**src/rtl/cond_exec_unit.sv**
```systemverilog
// -----------------------------------------------------------------------------
// cond_exec_unit
//
// Conditional-execution stage for the pipelined core. Holds one NZCV flag bank
// per execution context and evaluates the 4-bit ARM condition field against
// the selected bank. The result gates PCSrc, RegWrite and MemWrite. A
// saturating counter records instructions squashed by a failed condition.
//
// Parameters
//   NUM_CTX  number of banked NZCV flag sets (>= 1)
//   CTX_W    width of ctx_sel, 2**CTX_W >= NUM_CTX
//   PIPE     1 = gated outputs registered (latency 1), 0 = combinational
//   CNT_W    width of the squash counter
//
// Ports
//   clk           rising-edge clock
//   rst_n         synchronous active-low reset
//   en            stage enable, 0 = stall
//   flush         squash the current instruction
//   valid_i       instruction present
//   cond          condition field, instruction bits [31:28]
//   alu_flags     {N,Z,C,V} from the ALU
//   flag_w        [1] writes N,Z  [0] writes C,V
//   pcs_i         ungated PCSrc
//   reg_w_i       ungated RegWrite
//   mem_w_i       ungated MemWrite
//   no_write_i    compare-type op, suppresses RegWrite
//   ctx_sel       flag bank select (out-of-range values use bank 0)
//   cond_ex_o     combinational condition result for the current instruction
//   flags_o       {N,Z,C,V} of the selected bank
//   valid_o       instruction valid at the output
//   pcsrc_o       gated PCSrc
//   reg_write_o   gated RegWrite
//   mem_write_o   gated MemWrite
//   squash_cnt_o  count of condition-failed instructions, saturating
// -----------------------------------------------------------------------------
module cond_exec_unit #(
   parameter int NUM_CTX = 2,
   parameter int CTX_W   = 1,
   parameter int PIPE    = 1,
   parameter int CNT_W   = 8
) (
   input  logic             clk,
   input  logic             rst_n,
   input  logic             en,
   input  logic             flush,
   input  logic             valid_i,
   input  logic [3:0]       cond,
   input  logic [3:0]       alu_flags,
   input  logic [1:0]       flag_w,
   input  logic             pcs_i,
   input  logic             reg_w_i,
   input  logic             mem_w_i,
   input  logic             no_write_i,
   input  logic [CTX_W-1:0] ctx_sel,
   output logic             cond_ex_o,
   output logic [3:0]       flags_o,
   output logic             valid_o,
   output logic             pcsrc_o,
   output logic             reg_write_o,
   output logic             mem_write_o,
   output logic [CNT_W-1:0] squash_cnt_o
);

   typedef enum logic [3:0] {
      COND_EQ = 4'h0, COND_NE = 4'h1, COND_CS = 4'h2, COND_CC = 4'h3,
      COND_MI = 4'h4, COND_PL = 4'h5, COND_VS = 4'h6, COND_VC = 4'h7,
      COND_HI = 4'h8, COND_LS = 4'h9, COND_GE = 4'hA, COND_LT = 4'hB,
      COND_GT = 4'hC, COND_LE = 4'hD, COND_AL = 4'hE, COND_NV = 4'hF
   } cond_e;

   logic [3:0]         bank [NUM_CTX];
   logic [NUM_CTX-1:0] bank_sel;
   logic [3:0]         cur_flags;
   logic               flag_n, flag_z, flag_c, flag_v;
   logic               live;     // instruction accepted this cycle
   logic               ok;       // accepted and condition passed
   logic               squash;   // accepted and condition failed
   logic               pcs_g, rw_g, mw_g;
   logic [CNT_W-1:0]   squash_cnt;

   // One-hot bank select; any ctx_sel without a matching bank falls back to
   // bank 0 so reads and writes always agree on the target.
   // NOTE: every always_comb output gets a default before any conditional
   // assignment, so no path leaves it unassigned and no latch is inferred.
   always_comb begin
      bank_sel    = '0;
      bank_sel[0] = 1'b1;
      for (int i = 1; i < NUM_CTX; i++) begin
         if (ctx_sel == CTX_W'(i)) begin
            bank_sel    = '0;
            bank_sel[i] = 1'b1;
         end
      end
   end

   always_comb begin
      cur_flags = '0;
      for (int i = 0; i < NUM_CTX; i++) begin
         if (bank_sel[i]) cur_flags = bank[i];
      end
   end

   assign {flag_n, flag_z, flag_c, flag_v} = cur_flags;

   // Condition decode against registered flags only; a flag write in this
   // cycle becomes visible to the next instruction.
   always_comb begin
      case (cond_e'(cond))
         COND_EQ: cond_ex_o = flag_z;
         COND_NE: cond_ex_o = ~flag_z;
         COND_CS: cond_ex_o = flag_c;
         COND_CC: cond_ex_o = ~flag_c;
         COND_MI: cond_ex_o = flag_n;
         COND_PL: cond_ex_o = ~flag_n;
         COND_VS: cond_ex_o = flag_v;
         COND_VC: cond_ex_o = ~flag_v;
         COND_HI: cond_ex_o = flag_c & ~flag_z;
         COND_LS: cond_ex_o = ~flag_c | flag_z;
         COND_GE: cond_ex_o = (flag_n == flag_v);
         COND_LT: cond_ex_o = (flag_n != flag_v);
         COND_GT: cond_ex_o = ~flag_z & (flag_n == flag_v);
         COND_LE: cond_ex_o = flag_z | (flag_n != flag_v);
         COND_AL: cond_ex_o = 1'b1;
         default: cond_ex_o = 1'b0;   // NV
      endcase
   end

   assign live   = valid_i & en & ~flush;
   assign ok     = live & cond_ex_o;
   assign squash = live & ~cond_ex_o;

   assign pcs_g = ok & pcs_i;
   assign rw_g  = ok & reg_w_i & ~no_write_i;
   assign mw_g  = ok & mem_w_i;

   // NOTE: the flag banks are architectural state the condition logic reads
   // right after reset, so every bank is cleared rather than left unreset
   // like a plain storage array.
   // NOTE: sequential state uses non-blocking assignments only, so every
   // always_ff sees the pre-edge values of all other registers.
   always_ff @(posedge clk) begin
      if (!rst_n) begin
         for (int i = 0; i < NUM_CTX; i++) bank[i] <= '0;
      end else if (ok) begin
         for (int i = 0; i < NUM_CTX; i++) begin
            if (bank_sel[i]) begin
               if (flag_w[1]) bank[i][3:2] <= alu_flags[3:2];
               if (flag_w[0]) bank[i][1:0] <= alu_flags[1:0];
            end
         end
      end
   end

   // Saturating squash counter: holds at all-ones instead of wrapping.
   always_ff @(posedge clk) begin
      if (!rst_n) begin
         squash_cnt <= '0;
      end else if (squash && (squash_cnt != '1)) begin
         squash_cnt <= squash_cnt + CNT_W'(1);
      end
   end

   assign flags_o      = cur_flags;
   assign squash_cnt_o = squash_cnt;

   generate
      if (PIPE != 0) begin : g_pipe
         logic valid_q, pcs_q, rw_q, mw_q;

         // A stall freezes the whole output stage; flush only matters when
         // the stage is advancing.
         always_ff @(posedge clk) begin
            if (!rst_n) begin
               valid_q <= 1'b0;
               pcs_q   <= 1'b0;
               rw_q    <= 1'b0;
               mw_q    <= 1'b0;
            end else if (en) begin
               valid_q <= valid_i & ~flush;
               pcs_q   <= pcs_g;
               rw_q    <= rw_g;
               mw_q    <= mw_g;
            end
         end

         assign valid_o     = valid_q;
         assign pcsrc_o     = pcs_q;
         assign reg_write_o = rw_q;
         assign mem_write_o = mw_q;
      end else begin : g_comb
         assign valid_o     = live;
         assign pcsrc_o     = pcs_g;
         assign reg_write_o = rw_g;
         assign mem_write_o = mw_g;
      end
   endgenerate

endmodule

```
**config.mk**
```make
export PLATFORM = sky130hd
export DESIGN_NAME = cond_exec_unit
export DESIGN_NICKNAME = d
export VERILOG_FILES = /design/src/rtl/cond_exec_unit.sv
export SDC_FILE = /design/constraint.sdc
export NUM_CORES = 1
export LEC_CHECK = 0
export ABC_AREA = 1
export CORE_ASPECT_RATIO = 1.75
export CORE_MARGIN = 4
export CORE_UTILIZATION = 43
export DETAILED_ROUTE_END_ITERATION = 16
export PLACE_DENSITY = 0.73
export SLEW_MARGIN = 0
export SYNTH_ARGS = -nofsm -noshare
export SYNTH_HDL_FRONTEND = slang
export SYNTH_SLANG_ARGS = --single-unit
```
**constraint.sdc**
```tcl
create_clock -name clk -period 1.7 [get_ports clk]
set_input_delay 0.34 -clock clk [delete_from_list [all_inputs] [get_ports clk]]
set_output_delay 0.34 -clock clk [all_outputs]
set_load 0.005 [all_outputs]
```
After elaboration in Yosys (flattened, before gate mapping)
Memory sizes are Yosys's and may differ from the RTL's.
Index checks and enable logic that the tools add are counted.
W data, S select, Z words.
Word-level totals
  output and inout port bits: 17
  input bits: 20
  flip-flop bits (word level): 12
  bits in writable memories: 8
  memories kept: 1
  word-level logic and storage cells: 77
Memory list
  bank: depth 2, bits a word 4, read ports 2, clocked after memory_dff 0, write ports 2, line 72  | logic [3:0] bank [NUM_CTX];
Cells by class
  $add $sub $neg: 1
  muxes and demuxes: 27
  eq/ne operators: 17
  reduce and logical (&&, ||, !) cells: 2
  bitwise logic cells: 24
Operators with widths (count)
  $eq A4 B4 Y1 const B: 7
  $mux W1: 19
  $eq A4 B3 Y1 const B: 4
  $pmux W1 S15: 1
  $and A1 B1 Y1: 11
  $mux W2: 5
  $add A8 B1 Y8 const B: 1
  $eq A4 B2 Y1 const B: 2
  $mux W4: 2
  $ne A8 B8 Y1 const B: 1
  $not A1 Y1: 7
  $or A1 B1 Y1: 6
  $eq A4 B1 Y1 const B: 1
  $logic_not A4 Y1: 1
  $eq A1 B1 Y1: 1
  $logic_and A1 B1 Y1: 1
  $ne A1 B1 Y1: 1

Depth between registers and ports, before layout
Gate-level depths: netlist of the first run.
  word-level depth: 11
  gate-level depth with buffers: 14
  depth with buffers taken out: 13

Worst setup path before layout of the first run
OpenSTA, ideal clock, no wires.
  path kind: input port to flip-flop
  from: input port ctx_sel
  to: memory bank[0][2] (enable)
  setup slack: -0.078 ns
  required time: 1.373 ns
  library setup time: 0.327 ns
  stages on the path: 12
  buffers on the path: 1
  data arrival time: 1.451 ns
  cell sequence: buf_6 > inv_8 > nand2_2 > nand2_2 > nand2_1 > nor2_1 > nand2_4 > nand2_4 > nor2_8 > nand2_4 > nand2_2 > o21ai_0
RTL lines
  from (decl): line 55  | input logic [CTX_W-1:0] ctx_sel,
  to (decl): line 72

==> results of run 1 <==
area by class of cell:
class,instances,area [um^2]
Timing Repair Buffer,60,552
Fill cell,249,913
Multi-Input combinational cell,137,971
Tap cell,43,53.8
Sequential cell,20,480
Inverter,29,126
Clock buffer,4,45.0
worst reg2reg max path, delay by kind of cell, from the launching register on:
kind / cells / cell delay [ns]
compound gates: 1 / 0.19
buf+inv: 3 / 0.25
flops: 1 / 0.39
simple gates: 9 / 0.70
sequential cells by signal, summed over array words and instances, names as in the netlist:
| register | count |
|---|---|
| bank | 8 |
| pcsrc_o | 1 |
| reg_write_o | 1 |
| squash_cnt_o | 8 |
| valid_o | 1 |
| mem_write_o | 1 |
power by group:
group / switching [mW] / internal [mW]
clock: 0.148 / 0.167
sequential: 0.00615 / 0.509
combinational: 0.184 / 0.166
metrics by stage:
stage | hold slack (ns) | total power, mW | area, um^2 | setup WS (ns)
final | 0.471 | 1.18 | 2230 | -0.132
after global routing | 0.499 | 1.23 | 2230 | -0.230
after CTS | 0.475 | 1.15 | 2100 | -0.158
after detailed placement | 0.461 | 0.811 | 1950 | -0.824
after global placement | 0.455 | 0.810 | 1950 | -0.799
after floorplan | 0.456 | 0.671 | 1420 | 0.00436
worst max-delay path by stage:
stage,slack [ns],to,start,cells after the start
global route,-0.23,bank[1][1]$_DFFE_PP_,bank[1][1]$_DFFE_PP_,12
global placement,-0.80,cond_ex_o,ctx_sel,11
detailed placement,-0.82,cond_ex_o,ctx_sel,11
CTS,-0.16,cond_ex_o,bank[0][0]$_SDFFCE_PN0P_,8
finish,-0.13,cond_ex_o,bank[0][3]$_DFFE_PP_,10
floorplan,0.004,bank[1][0]$_DFFE_PP_,ctx_sel,12
cells in the mapped netlist, drive strengths merged:
master   instances
clkbuf           1
buf              1
edfxtp           8
ha               1
or2              1
dfxtp           12
nand4            8
nor2            22
xor2             4
xnor2            2
nand3           15
a21oi           12
nor3             3
o21ai            2
o2111ai          1
inv             29
nand2           65
kinds of logic (layout without fill, tap and decap cells):
kind of cell,Yosys count,after routing,synth area share [%]
AO/OA/AOI/OAI,15,15,6.89
buffers and inverters,31,93,9.39
flip-flops,20,20,34.3
AND/OR/NAND/NOR,114,115,44.7
adder cells (fa/ha/maj),1,1,0.894
XOR/XNOR,6,6,3.76
layer usage:
layer  global-route usage (%)  share of wire (%)  vias up  wire length [um]
met4                     6.62                2.7        0                95
li1                         -                  -      725                 -
met1                     18.0                 36      643              1280
met2                     33.0                 58       38              2050
met5                        0                  0        -                 0
met3                     1.25                3.0        9               107
cells in the final DEF (no fill, tap or decap), types with 2 or more instances in the layout:
cell type         n
a21oi_2           3
nand3_1           7
nand4_1           8
nand2_2          16
buf_6             2
a21oi_1           8
inv_1            26
buf_4            21
clkdlybuf4s50_1  26
nand3_4           6
nor3_2            2
edfxtp_1          8
nand2_4          10
xor2_1            4
xnor2_1           2
nand3_2           3
nor2_8            2
nor2_4            2
nand2_1          38
clkbuf_8          3
nor2_2            6
dfxtp_1          12
nor2_1           12
dlygate4sd2_1     7
timing repair:
action,in CTS,in global routing
gates resized for setup,37,24
cloned,0,1
setup buffers,6,2
hold endpoints to repair,0,0
setup endpoints to repair,32,30
pin swaps,15,20
==> run_results.csv, run 1 <==
group,metric,value,unit
timing,fin_crit_sh,108,%
clock_network,cts_hold_buf,0,
min_path,hold_depth,2,
setup_path,slowest_stage,"edfxtp_1",
timing,fmax,546,MHz
global_routing,grt.total_usage,17.1,%
setup_path,path_max_fanout,2,
place,gp_congestion,0.798,
outcome,outcome,"complete, but fails checks",
clock_network,clockBufferDepth,2,
global_routing,antenna_found_initial,0,
clock_network,cts_buffers,3,
routing,route.detailed.drc,0,
setup_path,r2r_end,"bank[1][0]$_DFFE_PP_",
clock_network,clk_pin_slew,0.07,ns
min_path,hp-class,"register to register",
floorplanning,core,3140,um^2
setup_path,reg2reg_depth,13,
routing,num_vias,1415,
cells_and_area,final_cells,293,
run,maxCapViolations,0,
place,hpwl,2580,um
setup_path,arrival,1.49,ns
cells_and_area,antenna_cells,0,
power,vdd_drop_max,558,uV
yosys,syn-instance-count,187,
cells_and_area,num-nets-final,272,
routing,drt-initial-drc-count,37,
floorplanning,num_rows,27,
yosys,yosys-top-cells-area,"dfxtp_1 (17%), edfxtp_1 (17%), nand2_1 (13%)",
setup_path,cpPeakStageDelay,0.39,ns
place,portBuffers,36,
outcome,violations,"negative setup slack",
timing,setup_violations,17,
setup_path,cp-end-kind,"output pin",
yosys,yosysWarnings,0,
floorplanning,die_y,83.5,um
setup_path,path_common_cell,"nand2_1",
yosys,synth_top_area_share,17.2,%
setup_path,r2r-start,"bank[1][0]$_DFFE_PP_",
timing,max_slew_margin,72.1,%
routing,viasPerCell,4.83,
timing,grt_setup_unrepaired,"true",
timing,final.setup_skew,0.00495,ns
setup_path,cp.buffers_inverters,2,
yosys,mappedNetlistArea,1400,um^2
setup_path,reg2reg_slack,-0.10,ns
global_routing,grt_pass1_wl,5680,um
cells_and_area,final_layout_size_suffix_gt1_share,34.8,%
clock_network,cts_sinks,20,
yosys,synth_top_area_cell,"dfxtp_1",
floorplanning,ios,37,
yosys,synth-seq-cells,20,
timing,min_period,1.83,ns
clock_network,clk-insertion-delay-late,0.26,ns
routing,ant_nets,0,
setup_path,path_delay_family,"simple AND/OR/NAND/NOR gates",
timing,tns,-1.21,ns
min_path,hp-start,"valid_o$_SDFFE_PN0P_",
power,power_density,530,nW/um^2
setup_path,crit_chain,"inv_1 -> nand2_1 -> nand2_1 -> nand2_1 -> nand2_1 -> nand2_2 -> nand3_4 -> nor2_8 -> nand2_4 -> buf_6",
global_routing,grt_start_max_net_pins,12,
place,dp_cells,281,
timing,final_hold_viol_count,0,
cells_and_area,final_util,70.9,%
clock_network,htreeDepth,1,
timing,setup_slack,-0.132,ns
global_routing,grt_pass1_vias,1324,
power,p_leak,0.974,nW
clock_network,root_buffer,"clkbuf_8",
global_routing,overflow,0,
floorplanning,dieWidth,51.1,um
min_path,hold_path_end,"valid_o$_SDFFE_PN0P_",
floorplanning,dieArea,4270,um^2
routing,drt-total-wl,3530,um
timing,slew_viol_final,0,
clock_network,cts_tree,"done",
yosys,ys_seq_area_share,34.3,%
setup_path,cp-start-kind,"register",
timing,tightest_slew,0.418,ns
yosys,synth.distinct_cells,27,
routing,first_pass_iters,4,
setup_path,crit_required,1.36,ns
yosys,synth_nets,208,
routing,wl_per_cell,12.1,um
setup_path,crit_type,"register to output pin",
cells_and_area,syn_to_final_growth,59.3,%
floorplanning,initial_utilization,44.5,%
yosys,avgSynthCellArea,7.48,um^2
Power figures use the tool's default switching activity.
==> inputs of run 2 (changes only) <==
--- a/config.mk
+++ b/config.mk
@@ -11,6 +11,7 @@
 export CORE_UTILIZATION = 43
 export DETAILED_ROUTE_END_ITERATION = 16
 export PLACE_DENSITY = 0.73
+export SETUP_SLACK_MARGIN = 0.2
 export SLEW_MARGIN = 0
 export SYNTH_ARGS = -nofsm -noshare
 export SYNTH_HDL_FRONTEND = slang
==> run 2 against run 1 <==
Against the previous run: the run still ends with negative setup slack left; clock skew shrank 0.0021 ns; register-to-register slack is essentially flat; clock-buffer cell count is the same; sequential cell count is the same; non-clock buffer count grew 5; combinational power grew 9.7%; global-route usage grew 1.7 points; first-iteration DRC count grew 46%; sequential power shrank 0.8%; critical path depth shrank 2; critical path type unchanged; highest routed layer unchanged.
==> run_results.csv, run 2 (synthesis results as in run 1) <==
group,metric,value,unit
outcome,outcome,"complete, but fails checks",
outcome,violations,"negative setup slack",
setup_path,crit_type,"register to output pin",
setup_path,arrival,1.49,ns
timing,final_hold_viol_count,0,
global_routing,grt_start_max_net_pins,12,
cells_and_area,final_layout_size_suffix_gt1_share,46.3,%
clock_network,cts_sinks,20,
floorplanning,dieWidth,51.1,um
routing,wl_per_cell,13.2,um
clock_network,clk_pin_slew,0.07,ns
timing,grt_setup_unrepaired,"true",
cells_and_area,final_common_cell,"nand2_1",
global_routing,overflow,0,
routing,drt-total-wl,3920,um
floorplanning,die_y,83.5,um
run,maxCapViolations,0,
clock_network,cts_buffers,3,
timing,slew_viol_final,0,
global_routing,grt.total_usage,18.8,%
global_routing,grt_pass1_vias,1464,
floorplanning,initial_utilization,44.5,%
clock_network,clockBufferDepth,2,
clock_network,cts_hold_buf,0,
global_routing,antenna_found_initial,0,
cells_and_area,multi_input_comb_area,987,um^2
routing,route.detailed.drc,0,
power,p_leak,1.04,nW
cells_and_area,num-nets-final,277,
routing,first_pass_iters,4,
floorplanning,num_rows,27,
clock_network,cts_tree,"done",
power,power_density,528,nW/um^2
timing,fin_crit_sh,108,%
clock_network,htreeDepth,1,
power,p_total,1.21,mW
setup_path,cpPeakStageDelay,0.43,ns
setup_path,path_common_cell,"nand2_4",
timing,setup_slack,-0.130,ns
place,postPlaceCellArea,2030,um^2
setup_path,path_max_fanout,3,
routing,num_vias,1454,
cells_and_area,regArea,498,um^2
clock_network,clk-insertion-delay-late,0.25,ns
setup_path,crit_required,1.36,ns
cells_and_area,antenna_cells,0,
floorplanning,dieArea,4270,um^2
timing,final.setup_skew,0.00285,ns
timing,setup_violations,23,
timing,tightest_slew,0.489,ns
clock_network,root_buffer,"clkbuf_8",
setup_path,cp-start-kind,"register",
place,gp_congestion,0.847,
floorplanning,core,3140,um^2
setup_path,crit_chain,"nand2_4 -> nand2_4 -> or2_0 -> nand3_2 -> inv_2 -> nor2_8 -> nand2_4 -> buf_6",
timing,tns,-1.38,ns
setup_path,slowest_stage,"edfxtp_1",
setup_path,cp-end-kind,"output pin",
routing,viasPerCell,4.88,
place,portBuffers,36,
global_routing,grt_pass1_wl,6290,um
timing,timing.hold.ws,0.472,ns
power,vdd_drop_max,676,uV
cells_and_area,n_fill_cell,251,
timing,max_slew_margin,67.4,%
routing,drt-initial-drc-count,54,
timing,fmax,547,MHz
floorplanning,ios,37,
place,hpwl,2840,um
cells_and_area,postLayoutCellArea,2290,um^2
cells_and_area,final_cell_mix,"nand2_1 (32), inv_1 (23), clkdlybuf4s50_1 (23)",
min_path,hp-class,"register to register",
timing,min_period,1.83,ns
routing,ant_nets,0,
cells_and_area,syn_to_final_growth,64.0,%
[run 2: worst max-delay path: cells and delay by family, from the launching register on]
kind	cells	cell delay [ns]
and+or+nand+nor	6	0.64
DFF	1	0.43
buffers and inverters	2	0.17
[run 2: repair_timing]
action | CTS | global route
hold endpoints to repair | 0 | 0
gates cloned | 1 | 0
pin swaps | 17 | 12
setup endpoints to repair | 39 | 35
buffers inserted | 3 | 6
gates resized for setup | 57 | 30
[run 2: final timing paths]
kind / startpoint / endpoint / slack, ns / cells past startpoint
setup / recovery: bank[0][0]$_SDFFCE_PN0P_ / cond_ex_o / -0.13 / 8
hold / removal: mem_write_o$_SDFFE_PN0P_ / mem_write_o$_SDFFE_PN0P_ / 0.47 / 2
setup reg to reg: bank[0][0]$_SDFFCE_PN0P_ / bank[1][1]$_DFFE_PP_ / -0.10 / 12
hold reg to reg: mem_write_o$_SDFFE_PN0P_ / mem_write_o$_SDFFE_PN0P_ / 0.47 / 2
[run 2: layout make-up]
cell class                 count  area share, %
multi-input combinational    137           43.0
timing repair buffer          65           25.6
sequential                    20           21.7
inverter                      29           5.29
tap                           43           2.35
clock buffer                   4           1.96
[run 2: report_power, final]
part	internal [mW]	switching [mW]
Clock	0.167	0.151
Sequential	0.504	0.00664
Combinational	0.187	0.196
[run 2: per-stage QoR]
| stage | utilization [%] | instances | worst slack [ns] |
|---|---|---|---|
| after CTS | 69.0 | 292 | -0.137 |
| after floorplan | - | 187 | 0.0126 |
| after global placement | 64.5 | 284 | -0.780 |
| after detailed placement | 64.5 | 284 | -0.818 |
| final | 73.0 | 298 | -0.130 |
| after global routing | 73.0 | 298 | -0.194 |
[run 2: metal layers]
layer	wire, um	GRT usage, %
met1	1300	19.0
met2	2390	36.1
met4	100	8.58
met5	0	0
met3	131	2.15
==> inputs of run 3 (changes only) <==
==> constraint.sdc (replaced) <==
create_clock -name clk -period 1.7 [get_ports clk]
set_input_delay 0.34 -clock clk [delete_from_list [all_inputs] [get_ports clk]]
set_output_delay 0.34 -clock clk [all_outputs]
set_load 0.1 [all_outputs]
==> run 3 against run 2 <==
Against the previous run: sequential power is 1% higher; sequential cell count stayed put; critical path type unchanged; register-to-register slack worse by 0.10 ns; clock power is 50% higher; die area unchanged; largest cell class unchanged; critical path depth grew 2; the flow still finishes with violations (negative setup slack); worst hold slack gained 0.037 ns; non-clock buffer count shrank 6; global-route usage grew 2.0 points; sequential share of layout area fell by 1.8 points.
==> run_results.csv, run 3 (synthesis results as in run 1) <==
group,metric,value,unit
min_path,hold_path_end,"squash_cnt_o[6]$_SDFFE_PN0P_",
routing,route.detailed.drc,0,
timing,tns,-2.98,ns
global_routing,grt_pass1_vias,1507,
timing,timing.hold.ws,0.509,ns
timing,max_slew_margin,73.1,%
global_routing,antenna_found_initial,0,
timing,setup_violations,28,
timing,fin_crit_sh,114,%
global_routing,grt_start_max_net_pins,13,
clock_network,clk-insertion-delay-late,0.26,ns
power,power_density,600,nW/um^2
power,p_total,1.50,mW
place,postPlaceCellArea,2200,um^2
power,vdd_drop_max,1020,uV
cells_and_area,num-nets-final,271,
timing,final.setup_skew,0.00121,ns
min_path,hold_depth,2,
run,maxCapViolations,0,
cells_and_area,n_fill_cell,209,
routing,first_pass_iters,4,
min_path,hp-start,"squash_cnt_o[6]$_SDFFE_PN0P_",
clock_network,root_buffer,"clkbuf_8",
floorplanning,ios,37,
outcome,violations,"negative setup slack",
clock_network,cts_tree,"done",
timing,grt_setup_unrepaired,"true",
setup_path,r2r-start,"bank[0][3]$_DFFE_PP_",
setup_path,cp-start-kind,"register",
place,portBuffers,36,
routing,drt-initial-drc-count,42,
clock_network,cts_sinks,20,
cells_and_area,final_common_cell,"nand2_1",
setup_path,crit_type,"register to output pin",
floorplanning,core,3140,um^2
cells_and_area,multi_input_comb_area,1010,um^2
setup_path,path_max_fanout,2,
routing,num_vias,1468,
timing,fmax,516,MHz
timing,min_period,1.94,ns
routing,drt-total-wl,4150,um
global_routing,overflow,0,
floorplanning,num_rows,27,
timing,slew_viol_final,0,
setup_path,r2r_end,"bank[1][1]$_DFFE_PP_",
place,hpwl,3010,um
timing,tightest_slew,0.403,ns
clock_network,htreeDepth,1,
power,p_leak,1.08,nW
floorplanning,dieArea,4270,um^2
cells_and_area,final_cell_mix,"nand2_1 (33), inv_1 (24), buf_12 (18)",
setup_path,cp-end-kind,"output pin",
cells_and_area,regArea,495,um^2
floorplanning,initial_utilization,44.5,%
timing,final_hold_viol_count,0,
global_routing,grt.total_usage,20.8,%
timing,setup_slack,-0.238,ns
cells_and_area,final_layout_size_suffix_gt1_share,45.8,%
routing,wl_per_cell,14.2,um
clock_network,clockBufferDepth,2,
clock_network,cts_buffers,3,
floorplanning,dieWidth,51.1,um
clock_network,cts_hold_buf,0,
routing,viasPerCell,5.03,
min_path,hp-class,"register to register",
setup_path,arrival,1.60,ns
global_routing,grt_pass1_wl,6910,um
floorplanning,die_y,83.5,um
setup_path,reg2reg_depth,13,
routing,ant_nets,0,
place,gp_congestion,0.801,
outcome,outcome,"complete, but fails checks",
cells_and_area,syn_to_final_growth,78.2,%
setup_path,reg2reg_slack,-0.20,ns
cells_and_area,postLayoutCellArea,2490,um^2
cells_and_area,antenna_cells,0,
setup_path,crit_required,1.36,ns
clock_network,clk_pin_slew,0.07,ns
==> run 3: cell count changes in the layout (fill, tap and decap cells not counted), sizes merged <==
cell,change
buf,+8
inv,-1
dlymetal6s2s,-1
dlygate4sd2,-1
clkdlybuf4s50,-9
clkinvlp,+1
clkbuf,-4
bufinv,+1
==> run 3: per-stage QoR <==
step                      setup WS (ns)  util (%)  cells
final                            -0.238      79.3    292
after global routing             -0.310      79.3    292
after detailed placement         -0.660      70.0    281
after global placement           -0.601      70.0    281
after floorplan                  -0.292         -    187
after CTS                        -0.239      76.7    290
==> run 3: power breakdown <==
| part | internal, mW | switching (mW) |
|---|---|---|
| sequential | 0.506 | 0.0101 |
| clock | 0.314 | 0.161 |
| combinational | 0.210 | 0.293 |
| total | 1.03 | 0.465 |
==> run 3: critical path: stages, from the launching register on <==
cell and delay [ns]:
edfxtp_1 0.41, inv_1 0.07, nand2_1 0.09, nand2_2 0.08, nand2_1 0.06, nand2_1 0.08
nand2_2 0.08, nand3_4 0.09, nor2_8 0.15, nand2_8 0.07, buf_12 0.16
==> run 3: per-layer routing <==
metal / GRT usage [%] / vias up / wire, um
li1: - / 724 / -
met1: 20.1 / 679 / 1420
met2: 40.4 / 54 / 2450
met3: 2.15 / 11 / 140
met4: 10.8 / 0 / 151
met5: 0 / - / 0
==> run 3: worst max path at each step <==
stage	depth (start not counted)	end	slack [ns]	start
2_1_floorplan	12	bank[1][0]$_DFFE_PP_	-0.29	ctx_sel
3_3_place_gp	14	bank[1][0]$_DFFE_PP_	-0.60	ctx_sel
3_5_place_dp	14	bank[1][1]$_DFFE_PP_	-0.66	ctx_sel
4_1_cts	9	cond_ex_o	-0.24	bank[0][3]$_DFFE_PP_
5_1_grt	8	cond_ex_o	-0.31	bank[1][0]$_DFFE_PP_
6_report	10	cond_ex_o	-0.24	bank[0][3]$_DFFE_PP_
==> run 3: final cells by class <==
cell class                      count  share of cell area [%]
Clock inverter                      1                    1.20
Sequential cell                    20                    19.9
Timing Repair Buffer               59                    29.4
Tap cell                           43                    2.16
Clock buffer                        3                    1.66
Inverter                           29                    5.12
Multi-Input combinational cell    137                    40.6
==> run 3: repair_timing <==
item,4_1_cts,5_1_grt
pin swaps,13,14
gates cloned,1,0
hold endpoints to repair,0,0
resized for setup,33,21
buffers inserted,4,2
endpoints found under the setup margin,32,32
